<file path="src/rtl/simproc_pkg.sv">
// Shared debug-port definitions for the simproc core: host command opcodes,
// controller states and STATUS byte layout (also used by the host bridge).
package simproc_pkg;

  typedef enum logic [2:0] {
    OP_NOP    = 3'd0,
    OP_MEM_WR = 3'd1,
    OP_MEM_RD = 3'd2,
    OP_SET_PC = 3'd3,
    OP_RUN    = 3'd4,
    OP_STOP   = 3'd5,
    OP_STATUS = 3'd6,
    OP_ILL    = 3'd7
  } dbg_op_t;

  typedef enum logic [1:0] {
    S_IDLE    = 2'd0,
    S_HOSTMEM = 2'd1,
    S_START   = 2'd2,
    S_RUN     = 2'd3
  } dbg_state_t;

  localparam int STAT_RUNNING_BIT   = 7;
  localparam int STAT_STOP_PEND_BIT = 6;

  function automatic logic [7:0] status_byte(input logic run, input logic stop_pend);
    logic [7:0] b;
    b = '0;
    b[STAT_RUNNING_BIT]   = run;
    b[STAT_STOP_PEND_BIT] = stop_pend;
    return b;
  endfunction

endpackage

</file>
<file path="src/rtl/simproc_mem_mux.sv">
// Single 8-bit memory port select: core while running, host during a host
// access cycle, otherwise the port is parked with all-zero request lines.
module simproc_mem_mux (
  input  logic       host_sel,
  input  logic       core_sel,
  input  logic [7:0] host_addr,
  input  logic [7:0] host_din,
  input  logic       host_we,
  input  logic [7:0] core_addr,
  input  logic [7:0] core_din,
  input  logic       core_we,
  output logic [7:0] mem_addr,
  output logic [7:0] mem_din,
  output logic       mem_we
);

  always_comb begin
    mem_addr = '0;
    mem_din  = '0;
    mem_we   = 1'b0;
    if (core_sel) begin
      mem_addr = core_addr;
      mem_din  = core_din;
      mem_we   = core_we;
    end else if (host_sel) begin
      mem_addr = host_addr;
      mem_din  = host_din;
      mem_we   = host_we;
    end
  end

endmodule

</file>
<file path="src/rtl/simproc_dbg_ctrl.sv">
// Host-side debug/run controller for simproc: decodes host commands, sequences
// the core's pc_set/run/done port and arbitrates the shared memory port.
module simproc_dbg_ctrl
  import simproc_pkg::*;
#(
  parameter int CNT_W = 16
) (
  input  logic             clk,
  input  logic             rst,
  input  logic             cmd_valid,
  output logic             cmd_ready,
  input  logic [2:0]       cmd_op,
  input  logic [7:0]       cmd_addr,
  input  logic [7:0]       cmd_data,
  output logic             rsp_valid,
  output logic [7:0]       rsp_data,
  output logic [CNT_W-1:0] ret_cnt,
  output logic             running,
  output logic [7:0]       core_pc_val,
  output logic             core_pc_wr,
  output logic             core_run,
  input  logic             core_halt,
  input  logic             core_done,
  input  logic [7:0]       core_mem_addr,
  input  logic [7:0]       core_mem_din,
  input  logic             core_mem_we,
  output logic [7:0]       core_mem_dout,
  output logic [7:0]       mem_addr,
  output logic [7:0]       mem_din,
  output logic             mem_we,
  input  logic [7:0]       mem_dout
);

  localparam logic [CNT_W-1:0] CNT_ONE = CNT_W'(1);

  dbg_state_t state, state_nxt;
  dbg_op_t    op;
  logic [7:0] count, ran;
  logic [7:0] hm_addr, hm_din;
  logic       hm_wr;
  logic       stop_pend;
  logic       accept, stop_now, last_done;
  logic       unused_halt;

  // Termination is tracked from done pulses; the halt level is not needed here.
  assign unused_halt = core_halt;

  assign op            = dbg_op_t'(cmd_op);
  assign core_mem_dout = mem_dout;

  always_comb begin
    cmd_ready = rst && ((state == S_IDLE) ||
                        ((state == S_RUN) && ((op == OP_STOP) || (op == OP_STATUS))));
    accept    = cmd_valid && cmd_ready;
    stop_now  = accept && (state == S_RUN) && (op == OP_STOP);
    // A STOP arriving with the done pulse must end the run on that instruction.
    last_done = (state == S_RUN) && core_done &&
                (stop_pend || stop_now || ((count != 8'd0) && (ran == count - 8'd1)));
    running   = (state == S_RUN);
    core_run  = (state == S_START) || ((state == S_RUN) && !last_done);
  end

  always_comb begin
    state_nxt = state;
    case (state)
      S_IDLE: begin
        if (accept) begin
          case (op)
            OP_MEM_WR, OP_MEM_RD: state_nxt = S_HOSTMEM;
            OP_RUN:               state_nxt = S_START;
            default:              state_nxt = S_IDLE;
          endcase
        end
      end
      S_HOSTMEM: state_nxt = S_IDLE;
      S_START:   state_nxt = S_RUN;
      S_RUN:     if (last_done) state_nxt = S_IDLE;
      default:   state_nxt = S_IDLE;
    endcase
  end

  always_ff @(posedge clk) begin
    if (!rst) begin
      state       <= S_IDLE;
      rsp_valid   <= 1'b0;
      rsp_data    <= '0;
      core_pc_wr  <= 1'b0;
      core_pc_val <= '0;
      ret_cnt     <= '0;
      count       <= '0;
      ran         <= '0;
      stop_pend   <= 1'b0;
      hm_wr       <= 1'b0;
    end else begin
      state      <= state_nxt;
      rsp_valid  <= 1'b0;
      core_pc_wr <= 1'b0;
      if (accept) begin
        case (op)
          OP_MEM_WR, OP_MEM_RD: hm_wr <= (op == OP_MEM_WR);
          OP_SET_PC: begin
            core_pc_val <= cmd_data;
            core_pc_wr  <= 1'b1;
          end
          OP_RUN: begin
            count <= cmd_data;
            ran   <= '0;
          end
          OP_STOP: if (state == S_RUN) stop_pend <= 1'b1;
          OP_STATUS: begin
            rsp_valid <= 1'b1;
            rsp_data  <= status_byte(running, stop_pend);
          end
          default: ;
        endcase
      end
      if ((state == S_HOSTMEM) && !hm_wr) begin
        rsp_valid <= 1'b1;
        rsp_data  <= mem_dout;
      end
      if (running && core_done) begin
        ret_cnt <= ret_cnt + CNT_ONE;
        ran     <= ran + 8'd1;
      end
      if (last_done) begin
        stop_pend <= 1'b0;
        ran       <= '0;
      end
    end
  end

  // Host access operands are pure data and need no reset.
  always_ff @(posedge clk) begin
    if (accept && ((op == OP_MEM_WR) || (op == OP_MEM_RD))) begin
      hm_addr <= cmd_addr;
      hm_din  <= cmd_data;
    end
  end

  simproc_mem_mux u_mem_mux (
    .host_sel  (state == S_HOSTMEM),
    .core_sel  (running),
    .host_addr (hm_addr),
    .host_din  (hm_din),
    .host_we   (hm_wr),
    .core_addr (core_mem_addr),
    .core_din  (core_mem_din),
    .core_we   (core_mem_we),
    .mem_addr  (mem_addr),
    .mem_din   (mem_din),
    .mem_we    (mem_we)
  );

endmodule
</file>
<file path="config.mk">
export PLATFORM = sky130hd
export DESIGN_NAME = simproc_dbg_ctrl
export DESIGN_NICKNAME = d
export VERILOG_FILES = /design/src/rtl/simproc_pkg.sv /design/src/rtl/simproc_mem_mux.sv /design/src/rtl/simproc_dbg_ctrl.sv
export SDC_FILE = /design/constraint.sdc
export NUM_CORES = 1
export LEC_CHECK = 0
export CORE_MARGIN = 5
export CORE_UTILIZATION = 51
export CTS_BUF_LIST = sky130_fd_sc_hd__clkbuf_4
export DETAILED_ROUTE_END_ITERATION = 16
export GPL_ROUTABILITY_DRIVEN = 0
export PLACE_DENSITY = 0.86
export SLEW_MARGIN = 40
export SYNTH_ARGS = -nofsm -noshare
export SYNTH_HDL_FRONTEND = slang
export SYNTH_SLANG_ARGS = --single-unit
</file>
<file path="constraint.sdc">
create_clock -name clk -period 6.3 [get_ports clk]
set_input_delay 1.89 -clock clk [delete_from_list [all_inputs] [get_ports clk]]
set_output_delay 1.89 -clock clk [all_outputs]
set_load 0.01 [all_outputs]
</file>
# After elaboration in Yosys (flattened, before gate mapping)
# Cells that the tools add are included.
# totals
romBits	0
in_bits	49
mem_count	0
output_inout_bits	62
ramBits	0
latchBits	0
ff_bits	70
# classes
muxes	20
n_eq_ne	12
n_mul	0
reduce_logical	35
n_lt_le_gt_ge	0
div_mod_pow	0
n_shift	0
n_bitwise	1
add_sub_neg	3
# ops
operator	count
$mux W8	10
$add A16 B1 Y16 const B	1
$reduce_and A2 Y1	7
$logic_and A1 B1 Y1	11
$eq A3 B3 Y1 const B	3
$add A8 B1 Y8 const B	1
$eq A8 B8 Y1	1
$pmux W2 S4	1
$reduce_bool A2 Y1	4
$reduce_bool A8 Y1	1
$sub A8 B1 Y8 const B	1
$eq A3 B2 Y1 const B	2
$logic_or A1 B1 Y1	6
$mux W1	6
$eq A2 B2 Y1 const B	2
$mux W2	2
$pmux W2 S2	1
$reduce_or A2 Y1	2
$eq A3 B1 Y1 const B	1
$reduce_and A3 Y1	1
$eq A2 B1 Y1 const B	1
$logic_not A1 Y1	2
$logic_not A2 Y1	1
$ne A2 B1 Y1 const B	1
other kinds (2)	2

# Logic depth before layout (Yosys ltp)
# depth
depth_word	14
depth_mapped	9

# Modules after synthesis
# Synthesis repeated with hierarchy kept, for this count alone.
# unflattened
cells_unflattened	371
area_unflattened_um2	3428.3
# by_module_without_submodules
module	seq_area_each_um2	area_per_inst_um2	cells_each	n_inst
simproc_dbg_ctrl	1561.5	3219.3	346	1
simproc_mem_mux	0.0	209.0	25	1

# Least setup slack after synthesis
# Ideal clock, no wire load.
# synth_path
path_type	input to output
start	input port cmd_op[1]
end	output port core_run
arrival_time_ps	2995
path_stages	6
n_path_buf	1
setup_slack_ps	1415
path_cell_list	buf_2 > xnor2_1 > o22ai_1 > a31oi_1 > nor2_1 > nor3b_1
# synth_between
elab_chain_len	14
# synth_lines
element	line_no	source
start, declared	simproc_dbg_ctrl.sv:12	input logic [2:0] cmd_op,
$eq A3 B3 Y1, on equally long branches	simproc_dbg_ctrl.sv:53, simproc_dbg_ctrl.sv:55	
$logic_or A1 B1 Y1	simproc_dbg_ctrl.sv:53	((state == S_RUN) && ((op == OP_STOP) || (op == OP_STATUS))));
$logic_and A1 B1 Y1	simproc_dbg_ctrl.sv:53	
$logic_or A1 B1 Y1	simproc_dbg_ctrl.sv:52	cmd_ready = rst && ((state == S_IDLE) ||
$logic_and A1 B1 Y1	simproc_dbg_ctrl.sv:52	
$logic_and A1 B1 Y1	simproc_dbg_ctrl.sv:54	accept = cmd_valid && cmd_ready;
$logic_and A1 B1 Y1	simproc_dbg_ctrl.sv:55	stop_now = accept && (state == S_RUN) && (op == OP_STOP);
$logic_and A1 B1 Y1 (*)	simproc_dbg_ctrl.sv:55	
$logic_or A1 B1 Y1 (*) (2 in a row)	simproc_dbg_ctrl.sv:58	(stop_pend || stop_now || ((count != 8'd0) && (ran == count - 8'd1)));
$logic_and A1 B1 Y1 (*)	simproc_dbg_ctrl.sv:57	last_done = (state == S_RUN) && core_done &&
$logic_not A1 Y1 (*)	simproc_dbg_ctrl.sv:60	core_run = (state == S_START) || ((state == S_RUN) && !last_done);
$logic_and A1 B1 Y1 (*)	simproc_dbg_ctrl.sv:60	
$logic_or A1 B1 Y1 (*)	simproc_dbg_ctrl.sv:60	
end, declared	simproc_dbg_ctrl.sv:21	output logic core_run,
# Every way passes the cells marked *; elsewhere a longest branch is shown, timed or not.

# Worst setup path in the final report
# Same ends and word-level chain as after synthesis.

==> out/metrics.cfg <==
[global_route]
antenna_found_initial = 0
grt_max_degree = 38
grtUsageTotal_pct = 18.9
grt_overflow_total = 0
grt_pass1_wl_mm = 13.0
grt_pass1_vias = 2782

[timing]
fin_worst_skew_ns = 0.0146
holdWs_ns = 0.496
finalCriticalPeriod_ns = 6.03
setup-violations-final = 0
finalSetupTns_ns = 0
finalMaxSlewViolations = 0
tightest_slew_ns = 0.682
finalHoldViolCount = 0
timing.final.crit_share_pct = 95.7
max_freq_ghz = 0.166
relSlewSlack_pct = 54.5
rsz0062_at_grt = no

[cts]
cts_num_sinks = 70
cts_hold_buf = 0
clock_latency_ns = 0.41
clk_pin_slew_ns = 0.11
clock_path_buffers = 2
cts_resized = 0
cts_buffers = 9
cts-htree-levels = 3
cts_tree = built
root_buffer = clkbuf_4
cts_setup_buffers = 0

[logic_synthesis]
syn_area_sq_um = 3340
yosysUniqueCellTypes = 50
synth_fa_ha_area_share_pct = 1.12
synth_ff_type = dfxtp_1
muxShareOfSynthArea_pct = 10.8
synth_compound_area_share_pct = 10.3
synth-simple-area-share_pct = 20.7
synth_nets = 401
synth_edf_count = 16
synth_area_per_cell_sq_um = 9.57
synth_cells = 349
synth-async-reset-ratio_pct = 0
synth_warnings = 0
synth_xor_area_share_pct = 5.51
synth_top_family_by_area = simple AND/OR/NAND/NOR gates
yosysSeqAreaShare_pct = 46.7
ys_ff_latch = 70

[layout]
final_area_sq_um = 4550
final_nets = 499
antenna_cells = 0
fill_cells = 481
drive_gt1_share_pct = 6.42
area_growth_pct = 36.2

[worst_setup_path]
cp-start-kind = primary input
cp-end-kind = output port
path_class = primary input to output port
crit_fanout = 8
required_ns = 4.41
cp_data_arrival_time_ns = 4.14

[floorplan]
initial_core_util_pct = 52.6
die_h_um = 90.9
core_area_sq_um = 6350
num_io_pins = 111
die_area_sq_um = 8270
rows = 29
die_w_um = 90.9

[power]
p_leak_nw = 1.73
p_per_area_nw_per_um2 = 186
vdd_drop_max_v = 0.000125

[min_path]
hp-class = flip-flop to flip-flop

[routing]
wl_per_cell_um = 15.0
via_per_inst = 5.33
vias = 2822
drc = 0
antenna_left = 0
dr.pass1.iters = 4
wirelength_mm = 7.93
drtIter0Drc = 152

[run_status]
status = finished, final reports clean

[flow_run]
maxCapViolations = 0

[placed_design]
post_dp_cell_area_sq_um = 4420
hpwl_mm = 5.89
portBuffers = 109

-- stage by stage --
stage	utilization, %	power [mW]	cells	setup WS (ns)
after detailed placement	69.6	0.574	513	0.308
after global placement	69.6	0.571	513	0.343
after floorplan	-	0.521	349	1.41
after CTS	71.6	0.849	529	0.285
after global routing	71.6	0.877	529	0.0971
final	71.6	0.844	529	0.270
-- synthesized netlist by cell type, types with 2 or more instances --
cell type,number,share of area (%)
and2_1,3,0.56
a22o_1,6,1.6
nor3b_1,3,0.67
nand2_1,20,2.2
nand3_1,9,1.3
nor3_1,5,0.75
inv_1,6,0.67
o21ai_0,12,1.8
dfxtp_1,54,32
and3_1,8,1.5
o211ai_1,2,0.45
edfxtp_1,16,14
a31oi_1,4,0.75
buf_1,4,0.45
xor2_1,12,3.1
buf_2,2,0.30
nor2_1,49,5.5
mux2i_1,35,10
ha_1,3,1.1
xnor2_1,9,2.4
buf_4,8,1.8
or3_1,5,0.94
nand4_1,5,0.94
clkbuf_1,10,1.1
o21a_1,2,0.45
nand3b_1,3,0.67
nor2b_1,18,3.4
o22ai_1,2,0.37
a21oi_1,11,1.6
a21oi_2,3,0.79
-- per-layer routing --
layer | vias up | GRT usage [%] | share of wire [%]
li1 | 1410 | - | -
met1 | 1293 | 24.3 | 45
met2 | 113 | 30.9 | 47
met3 | 6 | 4.88 | 7.1
met4 | 0 | 6.60 | 0.91
met5 | - | 0 | 0
-- critical path, stage by stage --
cell and delay [ns]:
clkdlybuf4s50_1 0.54, xnor2_1 0.32, o22ai_1 0.16, a31oi_1 0.21, nor2_1 0.08, nor3b_1 0.32, clkdlybuf4s50_1 0.61
-- state kept, by name (all words and copies together), names as in the netlist --
register,count
ran,8
core_pc_wr,1
state,2
stop_pend,1
ret_cnt,16
hm_wr,1
core_pc_val,8
rsp_valid,1
hm_addr,8
count,8
hm_din,8
rsp_data,8
-- cell type report --
type                    instances  area, sq um  share of cell area, %
multi-input cells             247         1620                   35.6
flip-flops and latches         70         1560                   34.3
repair buffers                112         1110                   24.5
well taps                      77         96.3                   2.12
clock buffers                   9         67.6                   1.49
clock inverters                 7         65.1                   1.43
inverters                       7         26.3                  0.578
-- path summary, 6_finish.rpt --
check / slack (ns) / from / end / cells after the start
worst max-delay path: 0.27 / cmd_op[1] / core_run / 7
worst max register to register: 3.78 / state[1] / rsp_data[2] / 7
worst min-delay path: 0.50 / rsp_data[0] / rsp_data[0] / 1
worst min register to register: 0.50 / rsp_data[0] / rsp_data[0] / 1
-- report_power, final --
part           switching [mW]  internal (mW)
logic                  0.0370         0.0552
clock network           0.163          0.118
registers             0.00573          0.465
total                   0.206          0.638
-- cell families after synthesis --
| logic type | count (synthesis) |
|---|---|
| and+or+nand+nor | 136 |
| DFF | 70 |
| AOI/OAI and AO/OA | 51 |
| muxes | 36 |
| buffers and inverters | 32 |
| xor gates and xnor gates | 21 |
| adders and majority gates | 3 |
-- layout by cell type, fill, tap and decap left out, types with 2 or more instances in the layout --
cell | Yosys | routed
clkdlybuf4s50_1 | 0 | 109
clkbuf_4 | 0 | 9
nor2b_1 | 18 | 18
a22o_1 | 6 | 6
mux2i_1 | 35 | 35
o22ai_1 | 2 | 2
a21oi_2 | 3 | 3
buf_4 | 8 | 3
o21a_1 | 2 | 2
edfxtp_1 | 16 | 16
xnor2_1 | 9 | 9
nor2_1 | 49 | 49
nand3b_1 | 3 | 3
nor3_1 | 5 | 5
and2_1 | 3 | 3
nand3_1 | 9 | 9
o21ai_0 | 12 | 12
or3_1 | 5 | 5
nand4_1 | 5 | 5
nor3b_1 | 3 | 3
a31oi_1 | 4 | 4
ha_1 | 3 | 3
nand2_1 | 20 | 20
and3_1 | 8 | 8
inv_1 | 6 | 6
clkinv_2 | 0 | 3
xor2_1 | 12 | 12
o211ai_1 | 2 | 2
a21oi_1 | 11 | 11
dfxtp_1 | 54 | 54
No activity file was read; power rests on OpenSTA's default activity.
